## config.mk

```make
export PLATFORM = sky130hd
export DESIGN_NAME = rand_capture_disp
export DESIGN_NICKNAME = d
export VERILOG_FILES = /design/src/rtl/rand_pkg.sv /design/src/rtl/key_debounce.sv /design/src/rtl/rand_capture_disp.sv
export SDC_FILE = /design/constraint.sdc
export NUM_CORES = 1
export LEC_CHECK = 0
export ABC_AREA = 1
export CAP_MARGIN = 5
export CORE_ASPECT_RATIO = 1.5
export CORE_MARGIN = 2
export CORE_UTILIZATION = 45
export DETAILED_ROUTE_END_ITERATION = 7
export PLACE_DENSITY = 0.7
export SETUP_SLACK_MARGIN = 0.15
export SLEW_MARGIN = 20
export SYNTH_ARGS = -nofsm -noshare
export SYNTH_HDL_FRONTEND = slang
export SYNTH_HIERARCHICAL = 1
export SYNTH_SLANG_ARGS = --single-unit
```

## constraint.sdc

```tcl
create_clock -name clk -period 1.7 [get_ports clk]
set_input_delay 0.425 -clock clk [delete_from_list [all_inputs] [get_ports clk]]
set_output_delay 0.425 -clock clk [all_outputs]
set_load 0.1 [all_outputs]
```

## src/rtl/rand_pkg.sv

```systemverilog
// ============================================================================
//  Package     : rand_pkg
//  Description : Shared debounce state type, blank-digit code and hex decoder
//                for the random-value capture display.
//  Revision    : 1.0  initial release
// ============================================================================
`default_nettype none

package rand_pkg;

    typedef enum logic [1:0] {
        IDLE       = 2'd0,
        FILT_PRESS = 2'd1,
        HELD       = 2'd2,
        FILT_REL   = 2'd3
    } deb_state_t;

    localparam logic [6:0] SEG_BLANK = 7'h7F;

    // Active-low {g,f,e,d,c,b,a} segment pattern for one hex digit.
    function automatic logic [6:0] hex7seg(input logic [3:0] i_val);
        logic [6:0] w_seg;
        case (i_val)
            4'h0:    w_seg = 7'h40;
            4'h1:    w_seg = 7'h79;
            4'h2:    w_seg = 7'h24;
            4'h3:    w_seg = 7'h30;
            4'h4:    w_seg = 7'h19;
            4'h5:    w_seg = 7'h12;
            4'h6:    w_seg = 7'h02;
            4'h7:    w_seg = 7'h78;
            4'h8:    w_seg = 7'h00;
            4'h9:    w_seg = 7'h10;
            4'hA:    w_seg = 7'h08;
            4'hB:    w_seg = 7'h03;
            4'hC:    w_seg = 7'h46;
            4'hD:    w_seg = 7'h21;
            4'hE:    w_seg = 7'h06;
            default: w_seg = 7'h0E;
        endcase
        return w_seg;
    endfunction

endpackage

`default_nettype wire

```

## src/rtl/key_debounce.sv

```systemverilog
// ============================================================================
//  Module      : key_debounce
//  Description : Two-flop synchronizer plus press/release filter; emits a
//                single-cycle press_pulse once per accepted press.
//  Revision    : 1.0  initial release
// ============================================================================
`default_nettype none

module key_debounce
    import rand_pkg::*;
#(
    parameter int DEB_LIMIT = 1000000,
    parameter int DEB_W     = 20
) (
    input  logic clk,
    input  logic rst,
    input  logic key,
    output logic press_pulse
);

    localparam logic [DEB_W-1:0] c_deb_last = DEB_W'(DEB_LIMIT - 1);

    logic             r_key_m;
    logic             r_key_s;
    deb_state_t       r_state;
    deb_state_t       w_state_nx;
    logic [DEB_W-1:0] r_cnt;
    logic [DEB_W-1:0] w_cnt_nx;
    logic             w_press;

    always_ff @(posedge clk) begin
        if (rst) begin
            r_key_m <= 1'b0;
            r_key_s <= 1'b0;
            r_state <= IDLE;
            r_cnt   <= '0;
        end else begin
            r_key_m <= key;
            r_key_s <= r_key_m;
            r_state <= w_state_nx;
            r_cnt   <= w_cnt_nx;
        end
    end

    always_comb begin
        w_state_nx = r_state;
        w_cnt_nx   = r_cnt;
        w_press    = 1'b0;
        case (r_state)
            IDLE: begin
                w_cnt_nx = '0;
                if (r_key_s) w_state_nx = FILT_PRESS;
            end
            FILT_PRESS: begin
                if (!r_key_s) begin
                    w_state_nx = IDLE;
                    w_cnt_nx   = '0;
                end else if (r_cnt == c_deb_last) begin
                    w_press    = 1'b1;
                    w_state_nx = HELD;
                    w_cnt_nx   = '0;
                end else begin
                    w_cnt_nx = r_cnt + 1'b1;
                end
            end
            HELD: begin
                w_cnt_nx = '0;
                if (!r_key_s) w_state_nx = FILT_REL;
            end
            FILT_REL: begin
                if (r_key_s) begin
                    w_state_nx = HELD;
                    w_cnt_nx   = '0;
                end else if (r_cnt == c_deb_last) begin
                    w_state_nx = IDLE;
                    w_cnt_nx   = '0;
                end else begin
                    w_cnt_nx = r_cnt + 1'b1;
                end
            end
            default: begin
                w_state_nx = IDLE;
                w_cnt_nx   = '0;
            end
        endcase
    end

    // Combinational so the top samples cq in the very cycle the filter completes.
    assign press_pulse = w_press;

endmodule

`default_nettype wire

```

## src/rtl/rand_capture_disp.sv

```systemverilog
// ============================================================================
//  Module      : rand_capture_disp
//  Description : Captures the sequencer value on each debounced key press,
//                keeps a 4-deep history and scans it onto a 4-digit display.
//  Revision    : 1.0  initial release
// ============================================================================
`default_nettype none

module rand_capture_disp
    import rand_pkg::*;
#(
    parameter int DEB_LIMIT = 1000000,
    parameter int DEB_W     = 20,
    parameter int SCAN_DIV  = 50000,
    parameter int SCAN_W    = 16
) (
    input  logic       clk,
    input  logic       rst,
    input  logic [3:0] cq,
    input  logic       key,
    output logic [6:0] seg,
    output logic [3:0] an,
    output logic [3:0] hold_val,
    output logic [7:0] cap_cnt,
    output logic       cap_pulse
);

    localparam logic [SCAN_W-1:0] c_scan_last = SCAN_W'(SCAN_DIV - 1);

    logic              w_press;
    logic [3:0][3:0]   r_hist;
    logic [3:0]        r_valid;
    logic [7:0]        r_cnt;
    logic              r_pulse;
    logic [SCAN_W-1:0] r_div;
    logic [1:0]        r_idx;
    logic [3:0]        r_an;
    logic [6:0]        r_seg;

    key_debounce #(
        .DEB_LIMIT (DEB_LIMIT),
        .DEB_W     (DEB_W)
    ) u_key_debounce (
        .clk         (clk),
        .rst         (rst),
        .key         (key),
        .press_pulse (w_press)
    );

    always_ff @(posedge clk) begin
        if (rst) begin
            r_hist  <= '0;
            r_valid <= '0;
            r_cnt   <= '0;
            r_pulse <= 1'b0;
            r_div   <= '0;
            r_idx   <= '0;
            r_an    <= 4'b1110;
            r_seg   <= SEG_BLANK;
        end else begin
            r_pulse <= w_press;
            if (w_press) begin
                r_hist  <= {r_hist[2:0], cq};
                r_valid <= {r_valid[2:0], 1'b1};
                r_cnt   <= r_cnt + 8'd1;
            end

            if (r_div == c_scan_last) begin
                r_div <= '0;
                r_idx <= r_idx + 2'd1;
            end else begin
                r_div <= r_div + 1'b1;
            end

            // an and seg come from the same index in the same edge, so they never skew.
            r_an  <= ~(4'b0001 << r_idx);
            r_seg <= r_valid[r_idx] ? hex7seg(r_hist[r_idx]) : SEG_BLANK;
        end
    end

    assign seg       = r_seg;
    assign an        = r_an;
    assign hold_val  = r_hist[0];
    assign cap_cnt   = r_cnt;
    assign cap_pulse = r_pulse;

endmodule

`default_nettype wire

```

==> run_results.csv <==
group,metric,value,unit
yosys,postSynthAreaPerCell,7.10,µm²
placed_design,routabilityCongestion,0.887,
routing,first_iter_violations,192,
timing,final-hold-violation-count,0,
worst_setup_path,crit_path_start_kind,"flip-flop",
timing,slew_headroom,81.8,%
yosys,yosysSeqAreaShare,41.5,%
floorplanning,io_pins,31,
yosys,syn_inst,557,
worst_setup_path,required,1.94,ns
timing,rsz0062_at_grt,"yes",
cts,clock_latency,0.34,ns
placed_design,io_buffers,30,
cells_and_area,nNetsFinal,650,
grt,grt_use_total,20.3,%
routing,drc,0,
timing,skew,0.00658,ns
routing,num_vias,3703,
grt,grt-ovfl-total,0,
worst_setup_path,cp_max_fo,4,
floorplanning,core-area,8460,µm²
cts,cts_max_level,3,
routing,wire_per_inst,12.5,µm
outcome,status,"finished clean",
cts,cts-root-buf,"clkbuf_16",
cells_and_area,utilization,64.1,%
yosys,synth_nets,577,
cts,numClockSinks,82,
floorplanning,die_area,9570,µm²
cts,cts_tree,"yes",
yosys,synth_cell_type_count,29,
grt,grt_max_degree,21,
pwr,ir_drop,0.594,mV
yosys,netlist_area,3950,µm²
pwr,powerDensity,724,nW/µm²
pwr,total_power,3.93,mW
routing,wirelength,9260,µm
yosys,synth_edf_count,0,
cts,clkTransAtPathRegs,0.06,ns
timing,fmax,0.592,GHz
min_path,min_path_cells,2,
cts,numCtsBuffers,9,
routing,viasPerCell,4.99,
pwr,cellLeakagePower,2.23,nW
run,maxCapViolCount,0,
timing,drv_slew,0,
floorplanning,row_count,41,
floorplanning,die_w,80.5,µm
cells_and_area,diodes,0,
floorplanning,start_util,46.7,%
timing,period_needed,1.69,ns
yosys,synth_top_area_share,41.5,%
routing,first_pass_iters,4,
cells_and_area,num-fill-cells,681,
worst_setup_path,path_class,"reg2reg",
yosys,synth_area_leader_cell,"dfxtp_1",
worst_setup_path,worstSetupEndpointType,"flip-flop",
cells_and_area,area_delta_synth_final,37.2,%
grt,grt_pass1_wl,15300,µm
timing,worstMarginPinSlew,0.271,ns
floorplanning,dieHeight,119,µm
timing,post-route-period-util,99.3,%
worst_setup_path,r2r_cells,12,
grt,grt_pass1_vias,3555,
yosys,ys_seq_elements,82,
routing,ant_nets,0,
cts,cts_buffer_depth,2,
placed_design,dp_hpwl,6240,µm
cells_and_area,drive_gt1_share,27.1,%
yosys,synthTopCellsByArea,"dfxtp_1, nand2_1, nor2_1",
worst_setup_path,arrival,1.93,ns
yosys,synth_ff_type,"dfxtp_1",
yosys,async_reset_ff_share,0,%
grt,antenna_found_initial,0,
timing,final.setup.tns,0,ns
timing,setup_violations,0,
min_path,hold_class,"reg2reg",
yosys,yosysWarnings,6,
-- timing repair --
item                                   in CTS  in global routing
endpoints found under the hold margin       0                  0
hold buffers                                0                  0
resized for setup                          20                 41
buffers inserted                            4                  4
gates cloned                                3                  2
setup endpoints to repair                  33                 36
pin swaps                                   9                 11
-- placed cells by master (no fill, tap or decap), types with 4 or more instances in the layout --
cell / netlist / routed
xnor2_1: 8 / 8
nand3_1: 41 / 38
nand2_2: 3 / 8
nor3_1: 9 / 8
a21oi_1: 12 / 9
ha_1: 13 / 11
buf_12: 0 / 27
nand4_1: 9 / 9
nor2_1: 124 / 106
a21oi_2: 1 / 4
clkdlybuf4s50_1: 0 / 6
xor2_1: 10 / 10
o21ai_0: 26 / 22
nor2_4: 3 / 6
dfxtp_1: 82 / 66
nand2_1: 124 / 119
inv_1: 51 / 45
clkbuf_16: 0 / 12
dfxtp_2: 0 / 14
nand3_2: 8 / 9
clkinvlp_4: 0 / 4
nor2_2: 3 / 18
inv_2: 5 / 9
buf_4: 5 / 40
-- kinds of logic after synthesis --
logic type | after synthesis | synth area share [%]
AOI/OAI and AO/OA | 40 | 5.22
xor gates and xnor gates | 18 | 3.99
adders and majority gates | 13 | 4.11
buffers and inverters | 73 | 8.16
DFF | 82 | 41.5
and+or+nand+nor | 331 | 37.0
-- cell type report --
cell class                 count  area [µm²]  area share, %
multi-input combinational    402        2130           39.3
sequential                    82        1670           30.7
timing repair buffer          76         962           17.7
clock buffer                  12         268           4.94
inverter                      56         216           3.99
tap                          107         134           2.47
clock inverter                 4        23.8          0.438
timing repair inverter         3        22.5          0.415
-- cells in the mapped netlist, types with 2 or more instances --
master,n
xnor2_1,8
buf_2,3
nor2_1,124
buf_6,2
nand3_2,8
xor2_1,10
nor2_4,3
clkbuf_1,6
inv_2,5
nand2_2,3
nor2_2,3
ha_1,13
buf_4,5
nand2_4,3
dfxtp_1,82
nand3_1,41
o21ai_0,26
a21oi_1,12
nand2_1,124
nand4_1,9
nor3_1,9
inv_1,51
-- flip-flops by register name (all words and copies together), names as in the netlist, named ones only --
name                    flops
u_key_debounce/r_cnt       20
r_div                      16
r_hist                     12
cap_cnt                     8
seg                         7
an                          4
hold_val                    4
r_valid                     4
r_idx                       2
cap_pulse                   1
u_key_debounce/r_key_m      1
u_key_debounce/r_key_s      1
u_key_debounce/r_state      1
-- metal layers --
metal	up-vias	wire, µm	GRT usage [%]
met5	-	0	0
met4	0	297	10.3
met3	23	293	4.43
met2	74	5150	37.0
met1	1710	3530	20.9
li1	1896	-	-
-- metrics by stage --
step	instances	setup WS [ns]	cell area (µm²)	hold WS, ns
after floorplan	557	-0.0282	4000	0.388
after global placement	713	-0.0284	4840	0.398
after detailed placement	713	-0.0957	4840	0.403
after CTS	736	0.0785	5240	0.410
after global routing	742	-0.0990	5420	0.437
final	742	0.0120	5420	0.408
-- critical path, stage by stage (launching register included) --
cell and delay, ns:
dfxtp_2 0.32, inv_2 0.04, nand4_1 0.13, nor2_2 0.17
nand3_4 0.10, nor2_4 0.18, nand3_2 0.12, nor2_2 0.12
nand2_1 0.10, nor2_2 0.13, nand2_1 0.08, nand2_1 0.07
nor2_1 0.03
-- worst paths after layout --
path,slack [ns],from,endpoint
max,0.01,u_key_debounce/r_cnt[8],cap_cnt[6]
min,0.41,u_key_debounce/r_key_m,u_key_debounce/r_key_s
max reg2reg,0.01,u_key_debounce/r_cnt[8],cap_cnt[6]
min reg2reg,0.41,u_key_debounce/r_key_m,u_key_debounce/r_key_s
-- power by group --
group          leakage, nW  switching, mW  internal, mW
Clock                0.147          0.767          1.11
Combinational         1.41         0.0562        0.0433
Sequential           0.671         0.0122          1.93
(Power assumes the default switching activity.)
